[src/rtl/cpu_pkg.sv]
// Shared front-end constants and types: fetch FSM encoding, watchdog default,
// and the captured-instruction payload.
package cpu_pkg;

  localparam int unsigned XLEN            = 32;
  localparam int unsigned TIMEOUT_DEFAULT = 255;

  typedef enum logic [1:0] {
    ST_IDLE = 2'd0,
    ST_REQ  = 2'd1,
    ST_HOLD = 2'd2
  } fetch_state_e;

  typedef struct packed {
    logic [XLEN-1:0] pc;
    logic [XLEN-1:0] word;
  } fetch_ins_t;

endpackage

[src/rtl/fetch_watchdog.sv]
// Counts unacknowledged request cycles and raises a sticky error once the
// count reaches TIMEOUT. The counter is zero whenever no request is waiting.
module fetch_watchdog
  import cpu_pkg::*;
#(
  parameter int unsigned TIMEOUT = TIMEOUT_DEFAULT
) (
  input  logic clk,
  input  logic rstd,
  input  logic req_active_i,
  input  logic ack_i,
  input  logic flush_i,
  output logic fetch_err_o
);

  localparam int unsigned CNT_W = (TIMEOUT < 1) ? 1 : $clog2(TIMEOUT + 1);
  localparam logic [CNT_W-1:0] LIMIT = CNT_W'(TIMEOUT);

  logic [CNT_W-1:0] cnt_q, cnt_d;
  logic             err_q, err_d;
  logic             waiting;

  // Leaving REQ, an ack or a flush all zero the count, so REQ is always entered at 0.
  assign waiting = req_active_i & ~ack_i & ~flush_i;

  always_comb begin
    cnt_d = '0;
    err_d = err_q;
    if (waiting) begin
      cnt_d = (cnt_q == LIMIT) ? cnt_q : cnt_q + CNT_W'(1);
      if (cnt_d == LIMIT) begin
        err_d = 1'b1;
      end
    end
  end

  always_ff @(posedge clk or negedge rstd) begin
    if (!rstd) begin
      cnt_q <= '0;
      err_q <= 1'b0;
    end else begin
      cnt_q <= cnt_d;
      err_q <= err_d;
    end
  end

  assign fetch_err_o = err_q;

endmodule

[src/rtl/fetch_unit.sv]
// Single-outstanding instruction fetch: request at pc, hold the returned word
// until decode accepts it, then request again with the updated pc.
module fetch_unit
  import cpu_pkg::*;
#(
  parameter int unsigned TIMEOUT = TIMEOUT_DEFAULT
) (
  input  logic        clk,
  input  logic        rstd,
  input  logic [31:0] pc,
  output logic        pc_en,
  output logic        imem_req,
  output logic [31:0] imem_addr,
  input  logic        imem_ack,
  input  logic [31:0] imem_rdata,
  output logic [31:0] ins,
  output logic [31:0] ins_pc,
  output logic        ins_valid,
  input  logic        ins_ready,
  input  logic        flush,
  output logic        fetch_err
);

  fetch_state_e state_q, state_d;
  fetch_ins_t   ins_q, ins_d;
  logic         in_req;
  logic         in_hold;

  assign in_req  = (state_q == ST_REQ);
  assign in_hold = (state_q == ST_HOLD);

  // Next-state and capture; flush always wins over a coincident ack.
  always_comb begin
    state_d = state_q;
    ins_d   = ins_q;
    case (state_q)
      ST_IDLE: state_d = ST_REQ;
      ST_REQ: begin
        if (!flush && imem_ack) begin
          state_d = ST_HOLD;
          ins_d   = '{pc: pc, word: imem_rdata};
        end
      end
      ST_HOLD: begin
        if (flush || ins_ready) begin
          state_d = ST_REQ;
        end
      end
      default: state_d = ST_IDLE;
    endcase
  end

  always_ff @(posedge clk or negedge rstd) begin
    if (!rstd) begin
      state_q <= ST_IDLE;
      ins_q   <= '0;
    end else begin
      state_q <= state_d;
      ins_q   <= ins_d;
    end
  end

  assign imem_req  = in_req;
  assign imem_addr = in_req ? pc : '0;
  assign ins_valid = in_hold;
  assign pc_en     = in_hold & ins_ready & ~flush;
  assign ins       = ins_q.word;
  assign ins_pc    = ins_q.pc;

  fetch_watchdog #(
    .TIMEOUT(TIMEOUT)
  ) u_watchdog (
    .clk         (clk),
    .rstd        (rstd),
    .req_active_i(in_req),
    .ack_i       (imem_ack),
    .flush_i     (flush),
    .fetch_err_o (fetch_err)
  );

endmodule

[config.mk]
export PLATFORM = sky130hd
export DESIGN_NAME = fetch_unit
export DESIGN_NICKNAME = d
export VERILOG_FILES = /design/src/rtl/cpu_pkg.sv /design/src/rtl/fetch_watchdog.sv /design/src/rtl/fetch_unit.sv
export SDC_FILE = /design/constraint.sdc
export NUM_CORES = 1
export LEC_CHECK = 0
export BUFFER_PORTS_ARGS = -buffer_cell sky130_fd_sc_hd__buf_2
export CORE_MARGIN = 2
export CORE_UTILIZATION = 42
export DETAILED_ROUTE_END_ITERATION = 10
export PLACE_DENSITY = 0.76
export SKIP_CTS_REPAIR_TIMING = 1
export SYNTH_ARGS = -nofsm -noshare
export SYNTH_HDL_FRONTEND = slang
export SYNTH_SLANG_ARGS = --single-unit
[constraint.sdc]
create_clock -name clk -period 1.55 [get_ports clk]
set_input_delay 0.31 -clock clk [delete_from_list [all_inputs] [get_ports clk]]
set_output_delay 0.31 -clock clk [all_outputs]
set_load 0.05 [all_outputs]
==> impl_metrics.env, run 1 <==
export IMPL_drive_gt1_share_pct=67.9
export IMPL_initial_core_util_pct=44.0
export IMPL_ys_seq_area_share_pct=54.7
export IMPL_met3_wirelength_um=588
export IMPL_relSlewSlack_pct=75.1
export IMPL_grt_util_all_layers_pct=16.7
export IMPL_port_buffers=168
export IMPL_slew_violations=0
export IMPL_synthDistinctLibCells=32
export IMPL_setup_violations=82
export IMPL_via_count=2538
export IMPL_synthMostInstantiatedCell="dfrtp_1"
export IMPL_cts_sinks=75
export IMPL_drv_cap=0
export IMPL_synth_commonest_cells="dfrtp_1 (75), mux2_4 (49), and2_1 (32)"
export IMPL_viasPerCell=4.86
export IMPL_drt_initial_drc_count=89
export IMPL_tns_ns=-9.36
export IMPL_hold_violations=0
export IMPL_design_core_area_mm2=0.00781
export IMPL_grt_pass1_vias=2361
export IMPL_slowest_stage="dfrtp_1"
export IMPL_critical_path_class="reg2out"
export IMPL_worstPathMaxFanout=12
export IMPL_worstMarginPinSlew_ns=0.374
export IMPL_avgSynthCellArea_um2=14.9
export IMPL_slowest_delay_ns=0.44
export IMPL_grt_remaining_overflow=0
export IMPL_fin_hold_ws_ns=0.193
export IMPL_clock_skew_ns=0.00841
export IMPL_highest_layer="met4"
export IMPL_synthTopCellsByArea="dfrtp_1 (55%), mux2_4 (21%), and2_1 (5.8%)"
export IMPL_worstPathArrival_ns=1.46
export IMPL_layout_nets=485
export IMPL_rsz0062_at_grt="true"
export IMPL_cp_top_family="flip-flops"
export IMPL_num_rows=32
export IMPL_ir_worst_vdd_mv=0.907
export IMPL_yosysTopAreaCellShare_pct=54.7
export IMPL_yosysWarnings=0
export IMPL_yosys_area_top_type="dfrtp_1"
export IMPL_clockBufferDepth=2
export IMPL_synth_edf_count=0
export IMPL_die_h_um=94.4
export IMPL_netlist_instances=231
export IMPL_dieArea_mm2=0.00891
export IMPL_fin_crit_sh_pct=114
export IMPL_synth_flop_cell="dfrtp_1"
export IMPL_synth_seq_cells=75
export IMPL_dp_hpwl_um=5420
export IMPL_io_pin_count=169
export IMPL_grt_max_degree=33
export IMPL_fillers=590
export IMPL_antenna_found_initial=0
export IMPL_wl_um=8110
export IMPL_drcViolationCount=0
export IMPL_fp_dieW_um=94.4
export IMPL_violations="setup timing"
export IMPL_ant_nets=0
export IMPL_startpoint_type="flop"
export IMPL_p_per_area_mw_per_mm2=1720
export IMPL_synthesis_area_mm2=0.00343
export IMPL_met2_length_um=4070
export IMPL_outcome="finished with violations"
export IMPL_h_tree_depth=3
export IMPL_min_path_type="in2reg"
export IMPL_fin_crit_ns=1.77
export IMPL_clk_latency_ns=0.34
export IMPL_cp_num_buf_inv=2
export IMPL_area_growth_pct=47.6
export IMPL_placed_area_mm2=0.00438
export IMPL_p_total_mw=8.69
export IMPL_cts_buffers=9
export IMPL_root_buffer="clkbuf_8"
export IMPL_crit_path_end_kind="output pin"
export IMPL_async_flop_share_pct=100
export IMPL_fmaxAchievable_ghz=0.565
export IMPL_m1WireLength_um=3350
export IMPL_dp_slack_ns=0.0295
export IMPL_p_leak_nw=2.58
export IMPL_cp_required_ns=1.24
export IMPL_clk_pin_slew_ns=0.08
export IMPL_final_area_mm2=0.00507
export IMPL_critPathMostFrequentCell="buf_4"
export IMPL_synth_nets=301
export IMPL_grt_first_pass_wirelength_um=11500
export IMPL_wl_per_cell_um=15.5
export IMPL_cts_tree="done"
export IMPL_fin_ws_ns=-0.220
export IMPL_drt_pass1_iter_count=4
export IMPL_crit_chain="nor2b_4, buf_4, and2_1, buf_4"
export IMPL_gp_congestion=0.872
export IMPL_diodes=0
==> report_power, final <==
part / internal (mW) / switching [mW] / leakage [nW]
Clock: 1.08 / 0.736 / 0.124
Sequential: 2.44 / 0.260 / 0.902
Combinational: 1.41 / 2.76 / 1.55
Total: 4.93 / 3.76 / 2.58
==> registers in the layout, indices dropped and copies added, names as in the netlist <==
register,flops
state_q,2
u_watchdog.fetch_err_o,1
ins,32
u_watchdog.cnt_q,8
ins_pc,32
==> placed cells by master, fill, tap and decap left out, types with 2 or more instances in the layout <==
master,instances
nor3_1,3
mux2_4,63
buf_12,4
and2_4,6
a21oi_1,6
and2_2,9
bufinv_16,3
xnor2_1,3
buf_4,15
dfrtp_1,75
nand2_1,5
and2_1,17
buf_8,9
nor2_1,7
buf_6,19
buf_2,132
clkinv_4,3
clkbuf_16,4
nand3_1,4
and3_4,2
clkbuf_8,9
inv_1,2
==> worst reg2reg max path: cells and delay by family, from the launching register on <==
kind / cells / cell delay (ns)
buf+inv: 2 / 0.31
mux: 1 / 0.30
flops: 1 / 0.44
simple gates: 2 / 0.51
==> cells by family after synthesis <==
family / after synthesis / synth area share [%]
mux: 65 / 26.6
flops: 75 / 54.7
simple gates: 60 / 10.4
fa+ha+maj: 1 / 0.365
compound gates: 13 / 2.55
buf+inv: 13 / 4.37
xor+xnor: 4 / 1.02
==> worst paths after layout <==
path | startpoint | endpoint | slack [ns] | cells past startpoint
min | imem_rdata[7] | ins[7] | 0.19 | 2
min in group asynchronous | rstd | ins_pc[27] | 0.43 | 2
max reg2reg | state_q[1] | ins[11] | -0.12 | 5
max in group asynchronous | rstd | ins_pc[6] | 0.57 | 3
max | state_q[1] | imem_addr[4] | -0.22 | 4
min reg2reg | ins_pc[6] | ins_pc[6] | 0.51 | 1
==> metal layers <==
layer / vias up / GRT usage [%]
met1: 1255 / 21.1
li1: 1168 / -
met5: - / 0
met2: 106 / 27.3
met3: 9 / 4.47
met4: 0 / 7.25
==> through the flow <==
stage	instances	util [%]
after global placement	499	56.1
after detailed placement	499	56.1
after CTS	515	59.3
final	522	64.9
after global routing	522	64.9
after floorplan	231	-
==> final cells by class <==
cell class	count	area, µm²	area share, %
Sequential cell	75	1880	37.0
Multi-Input combinational cell	143	1490	29.5
Timing Repair Buffer	184	1310	25.9
Tap cell	102	128	2.52
Clock inverter	7	125	2.47
Clock buffer	9	124	2.45
Inverter	2	7.51	0.148
No activity file was read; power rests on OpenSTA's default activity.
==> run 2, diff against run 1 <==
Settings changed: RECOVER_POWER set to 25.
==> run 2 against run 1 <==
Net effect:
- the run still ends with setup timing left
- critical path depth stayed put
- via count is 0.32% higher
- total power about the same
- sequential share of layout area increased by 0.083 points
- combinational power about the same
- design area fell by 0.22%
- clock power is essentially flat
- global-route usage is the same
- highest routed layer unchanged
==> impl_metrics.env, run 2 (synthesis results as in run 1) <==
export IMPL_cp_top_family="flip-flops"
export IMPL_dieArea_mm2=0.00891
export IMPL_crit_chain="nor2b_4, buf_4, and2_1, buf_4"
export IMPL_diodes=0
export IMPL_layout_common_cells="buf_2 (132), dfrtp_1 (75), mux2_4 (63)"
export IMPL_setup_violations=82
export IMPL_h_tree_depth=3
export IMPL_clockBufferDepth=2
export IMPL_initial_core_util_pct=44.0
export IMPL_clk_latency_ns=0.34
export IMPL_clock_skew_ns=0.00831
export IMPL_startpoint="state_q[1]"
export IMPL_root_buffer="clkbuf_8"
export IMPL_total_switching_power_mw=3.76
export IMPL_slowest_stage="dfrtp_1"
export IMPL_final_common_cell="buf_2"
export IMPL_viasPerCell=4.88
export IMPL_min_path_type="in2reg"
export IMPL_area_growth_pct=47.3
export IMPL_final_area_mm2=0.00505
export IMPL_placed_area_mm2=0.00438
export IMPL_fmaxAchievable_ghz=0.566
export IMPL_cts_buffers=9
export IMPL_crit_path_end_kind="output pin"
export IMPL_design_core_area_mm2=0.00781
export IMPL_fin_crit_sh_pct=114
export IMPL_dp_hpwl_um=5420
export IMPL_fin_ws_ns=-0.218
export IMPL_grt_max_degree=33
export IMPL_grt_pass1_vias=2361
export IMPL_cp_required_ns=1.24
export IMPL_hold_violations=0
export IMPL_layout_nets=485
export IMPL_wl_per_cell_um=15.5
export IMPL_drv_cap=0
export IMPL_worstMarginPinSlew_ns=0.701
export IMPL_clk_pin_slew_ns=0.08
export IMPL_grt_remaining_overflow=0
export IMPL_grt_first_pass_wirelength_um=11500
export IMPL_tns_ns=-9.21
export IMPL_num_rows=32
export IMPL_worstPathArrival_ns=1.46
export IMPL_power_share_combinational_pct=48.0
export IMPL_critical_path_class="reg2out"
export IMPL_drive_gt1_share_pct=67.9
export IMPL_rsz0062_at_grt="true"
export IMPL_p_int_mw=4.93
export IMPL_antenna_found_initial=0
export IMPL_p_per_area_mw_per_mm2=1720
export IMPL_wl_um=8120
export IMPL_io_pin_count=169
export IMPL_relSlewSlack_pct=53.2
export IMPL_p_leak_nw=2.57
export IMPL_r2r_start="state_q[1]"
export IMPL_ir_worst_vdd_mv=0.907
export IMPL_drt_pass1_iter_count=4
export IMPL_dp_slack_ns=0.0295
export IMPL_die_h_um=94.4
export IMPL_slowest_delay_ns=0.44
export IMPL_drt_initial_drc_count=89
export IMPL_fin_crit_ns=1.77
export IMPL_via_count=2546
export IMPL_drcViolationCount=0
export IMPL_gp_congestion=0.872
export IMPL_ant_nets=0
export IMPL_switching_share_pct=43.2
export IMPL_cts_sinks=75
export IMPL_critPathMostFrequentCell="buf_4"
export IMPL_p_seq_share_pct=31.1
export IMPL_cp_num_buf_inv=2
export IMPL_port_buffers=168
export IMPL_postLayoutCoreUtil_pct=64.7
export IMPL_power_frac_clock_pct=20.9
export IMPL_slew_violations=0
export IMPL_worstPathMaxFanout=12
export IMPL_startpoint_type="flop"
export IMPL_fp_dieW_um=94.4
export IMPL_hp_start="imem_rdata[7]"
export IMPL_outcome="finished with violations"
export IMPL_violations="setup timing"
export IMPL_grt_util_all_layers_pct=16.7
export IMPL_cts_tree="done"
[run 2: cell count changes in the layout (fill, tap and decap cells not counted), sizes merged]
| cell | change |
|---|---|
| buf | -1 |
| clkbuf | +1 |
[run 2: area by class of cell]
cell class / instances / area [µm²]
Tap cell: 102 / 128
Inverter: 2 / 7.51
Sequential cell: 75 / 1880
Multi-Input combinational cell: 143 / 1490
Clock inverter: 7 / 125
Fill cell: 594 / 2750
Timing Repair Buffer: 184 / 1300
Clock buffer: 9 / 124
[run 2: final timing paths]
kind | to | slack [ns] | depth (start not counted)
worst max-delay path | imem_addr[4] | -0.22 | 4
worst min-delay path | ins[7] | 0.19 | 2
worst max register to register | ins[11] | -0.12 | 5
worst min register to register | ins_pc[6] | 0.51 | 1
max in group asynchronous | ins[17] | 0.28 | 3
min in group asynchronous | ins_pc[27] | 0.55 | 2
[run 2: power by group through the flow]
| stage | Combinational (mW) | Clock (mW) | Sequential [mW] |
|---|---|---|---|
| after CTS | 3.87 | 1.88 | 2.69 |
| after detailed placement | 3.86 | 0 | 2.72 |
| after global placement | 3.83 | 0 | 2.70 |
| after global routing | 4.33 | 1.97 | 2.76 |
| after floorplan | 1.30 | 0 | 4.41 |
| final | 4.17 | 1.82 | 2.70 |
[run 2: layer usage]
metal	track usage, %	routed length (µm)	vias to the layer above
met5	0	0	-
met1	21.1	3350	1250
met2	27.3	4050	116
met3	4.47	603	11
met4	7.25	107	0
li1	-	-	1169
[run 2: per-stage QoR]
stage	power, mW	instances	hold WS, ns
finish	8.69	522	0.194
global placement	6.53	499	0.247
CTS	8.45	515	-0.129
detailed placement	6.58	499	0.250
global route	9.07	522	0.170
floorplan	5.71	231	0.0144
==> run 3, diff against run 2 <==
Settings changed: CORE_ASPECT_RATIO set to 1.25.
==> run 3 against run 2 <==
Net effect:
- worst setup slack better by 0.023 ns
- critical path depth unchanged
- critical endpoint is now pc_en
- die area about the same
- the flow still finishes with violations (setup timing)
- sequential cell count unchanged
- largest power group unchanged
- sequential power about the same
- global-route usage up 1.1 points
- fmax up 1.3%
==> impl_metrics.env, run 3 (synthesis results as in run 1) <==
export IMPL_layout_nets=490
export IMPL_startpoint="state_q[1]"
export IMPL_port_buffers=168
export IMPL_clk_latency_ns=0.37
export IMPL_grt_first_pass_wirelength_um=12600
export IMPL_die_h_um=105
export IMPL_design_core_area_mm2=0.00788
export IMPL_viasPerCell=4.89
export IMPL_fp_dieW_um=84.9
export IMPL_fmaxAchievable_ghz=0.573
export IMPL_cts_sinks=75
export IMPL_wl_um=8460
export IMPL_dieArea_mm2=0.00892
export IMPL_slew_violations=0
export IMPL_antenna_found_initial=0
export IMPL_cts_buffers=9
export IMPL_worstPathMaxFanout=3
export IMPL_fillers=577
export IMPL_crit_path_end_kind="output pin"
export IMPL_grt_remaining_overflow=0
export IMPL_cts_tree="done"
export IMPL_ir_worst_vdd_mv=1.10
export IMPL_initial_core_util_pct=43.5
export IMPL_clockBufferDepth=2
export IMPL_violations="setup timing"
export IMPL_h_tree_depth=3
export IMPL_relSlewSlack_pct=38.4
export IMPL_drt_pass1_iter_count=4
export IMPL_grt_util_all_layers_pct=17.8
export IMPL_r2r_start="state_q[1]"
export IMPL_cp_required_ns=1.24
export IMPL_root_buffer="clkbuf_8"
export IMPL_fin_hold_ws_ns=0.167
export IMPL_p_per_area_mw_per_mm2=1690
export IMPL_setup_violations=76
export IMPL_drt_initial_drc_count=74
export IMPL_worstMarginPinSlew_ns=0.924
export IMPL_grt_max_degree=76
export IMPL_area_growth_pct=45.5
export IMPL_p_total_mw=8.45
export IMPL_hold_violations=0
export IMPL_min_path_type="in2reg"
export IMPL_grt_pass1_vias=2654
export IMPL_via_count=2541
export IMPL_startpoint_type="flop"
export IMPL_worstReg2RegEnd="ins_pc[10]"
export IMPL_clk_pin_slew_ns=0.11
export IMPL_final_common_cell="buf_2"
export IMPL_drv_cap=0
export IMPL_wl_per_cell_um=16.3
export IMPL_drive_gt1_share_pct=67.5
export IMPL_io_pin_count=169
export IMPL_reg2reg_depth=4
export IMPL_p_leak_nw=2.55
export IMPL_layout_common_cells="buf_2 (132), dfrtp_1 (75), mux2_4 (60)"
export IMPL_diodes=0
export IMPL_clock_skew_ns=0.0264
export IMPL_gp_congestion=0.766
export IMPL_critical_path_class="reg2out"
export IMPL_fin_crit_sh_pct=113
export IMPL_num_rows=36
export IMPL_rsz0062_at_grt="true"
export IMPL_reg2reg_slack_ns=-0.05
export IMPL_fin_crit_ns=1.74
export IMPL_dp_hpwl_um=5740
export IMPL_worstPathArrival_ns=1.43
export IMPL_outcome="finished with violations"
export IMPL_worstSetupEndpoint="pc_en"
export IMPL_ant_nets=0
export IMPL_drcViolationCount=0
export IMPL_fin_ws_ns=-0.195
export IMPL_dp_slack_ns=0.0252
[run 3: cell type report]
| cell class | instances | area [µm²] | area share (%) |
|---|---|---|---|
| Timing Repair Buffer | 189 | 1310 | 26.2 |
| Tap cell | 95 | 119 | 2.38 |
| Inverter | 2 | 7.51 | 0.150 |
| Clock inverter | 7 | 82.6 | 1.65 |
| Sequential cell | 75 | 1880 | 37.6 |
| Multi-Input combinational cell | 143 | 1470 | 29.5 |
| Clock buffer | 9 | 124 | 2.48 |
[run 3: through the flow]
| step | std cells | utilization (%) | TNS (ns) | area [µm²] |
|---|---|---|---|---|
| floorplan | 231 | - | 0 | 3450 |
| global placement | 496 | 55.8 | 0 | 4400 |
| detailed placement | 496 | 55.8 | 0 | 4400 |
| CTS | 512 | 58.4 | -9.41 | 4610 |
| global route | 520 | 63.3 | -11.53 | 4990 |
| finish | 520 | 63.3 | -6.67 | 4990 |
[run 3: metal layers]
layer / GRT usage (%) / vias to the layer above / share of wire (%)
met2: 32.2 / 94 / 55
met4: 8.28 / 0 / 1.9
met1: 20.4 / 1257 / 38
met3: 2.61 / 13 / 4.3
li1: - / 1177 / -
met5: 0 / - / 0
[run 3: worst min-delay path by stage]
stage | cells after the start | startpoint | slack [ns] | endpoint
floorplan | 0 | rstd | 0.01 | ins[0]
global route | 2 | imem_rdata[3] | 0.16 | ins[3]
finish | 2 | imem_rdata[1] | 0.17 | ins[1]
detailed placement | 2 | rstd | 0.36 | ins[3]
global placement | 2 | rstd | 0.35 | ins[3]
CTS | 2 | rstd | -0.04 | ins[3]
[run 3: worst max-delay path: stages (launching register included)]
cell     delay, ns
dfrtp_1       0.41
buf_4         0.15
and2b_2       0.20
and3_4        0.18
buf_8         0.14
[run 3: power by group]
group          switching (mW)  total [mW]  internal, mW
clock                   0.819        1.59         0.772
sequential              0.274        2.71          2.44
combinational            2.76        4.15          1.39
total                    3.86        8.45          4.60
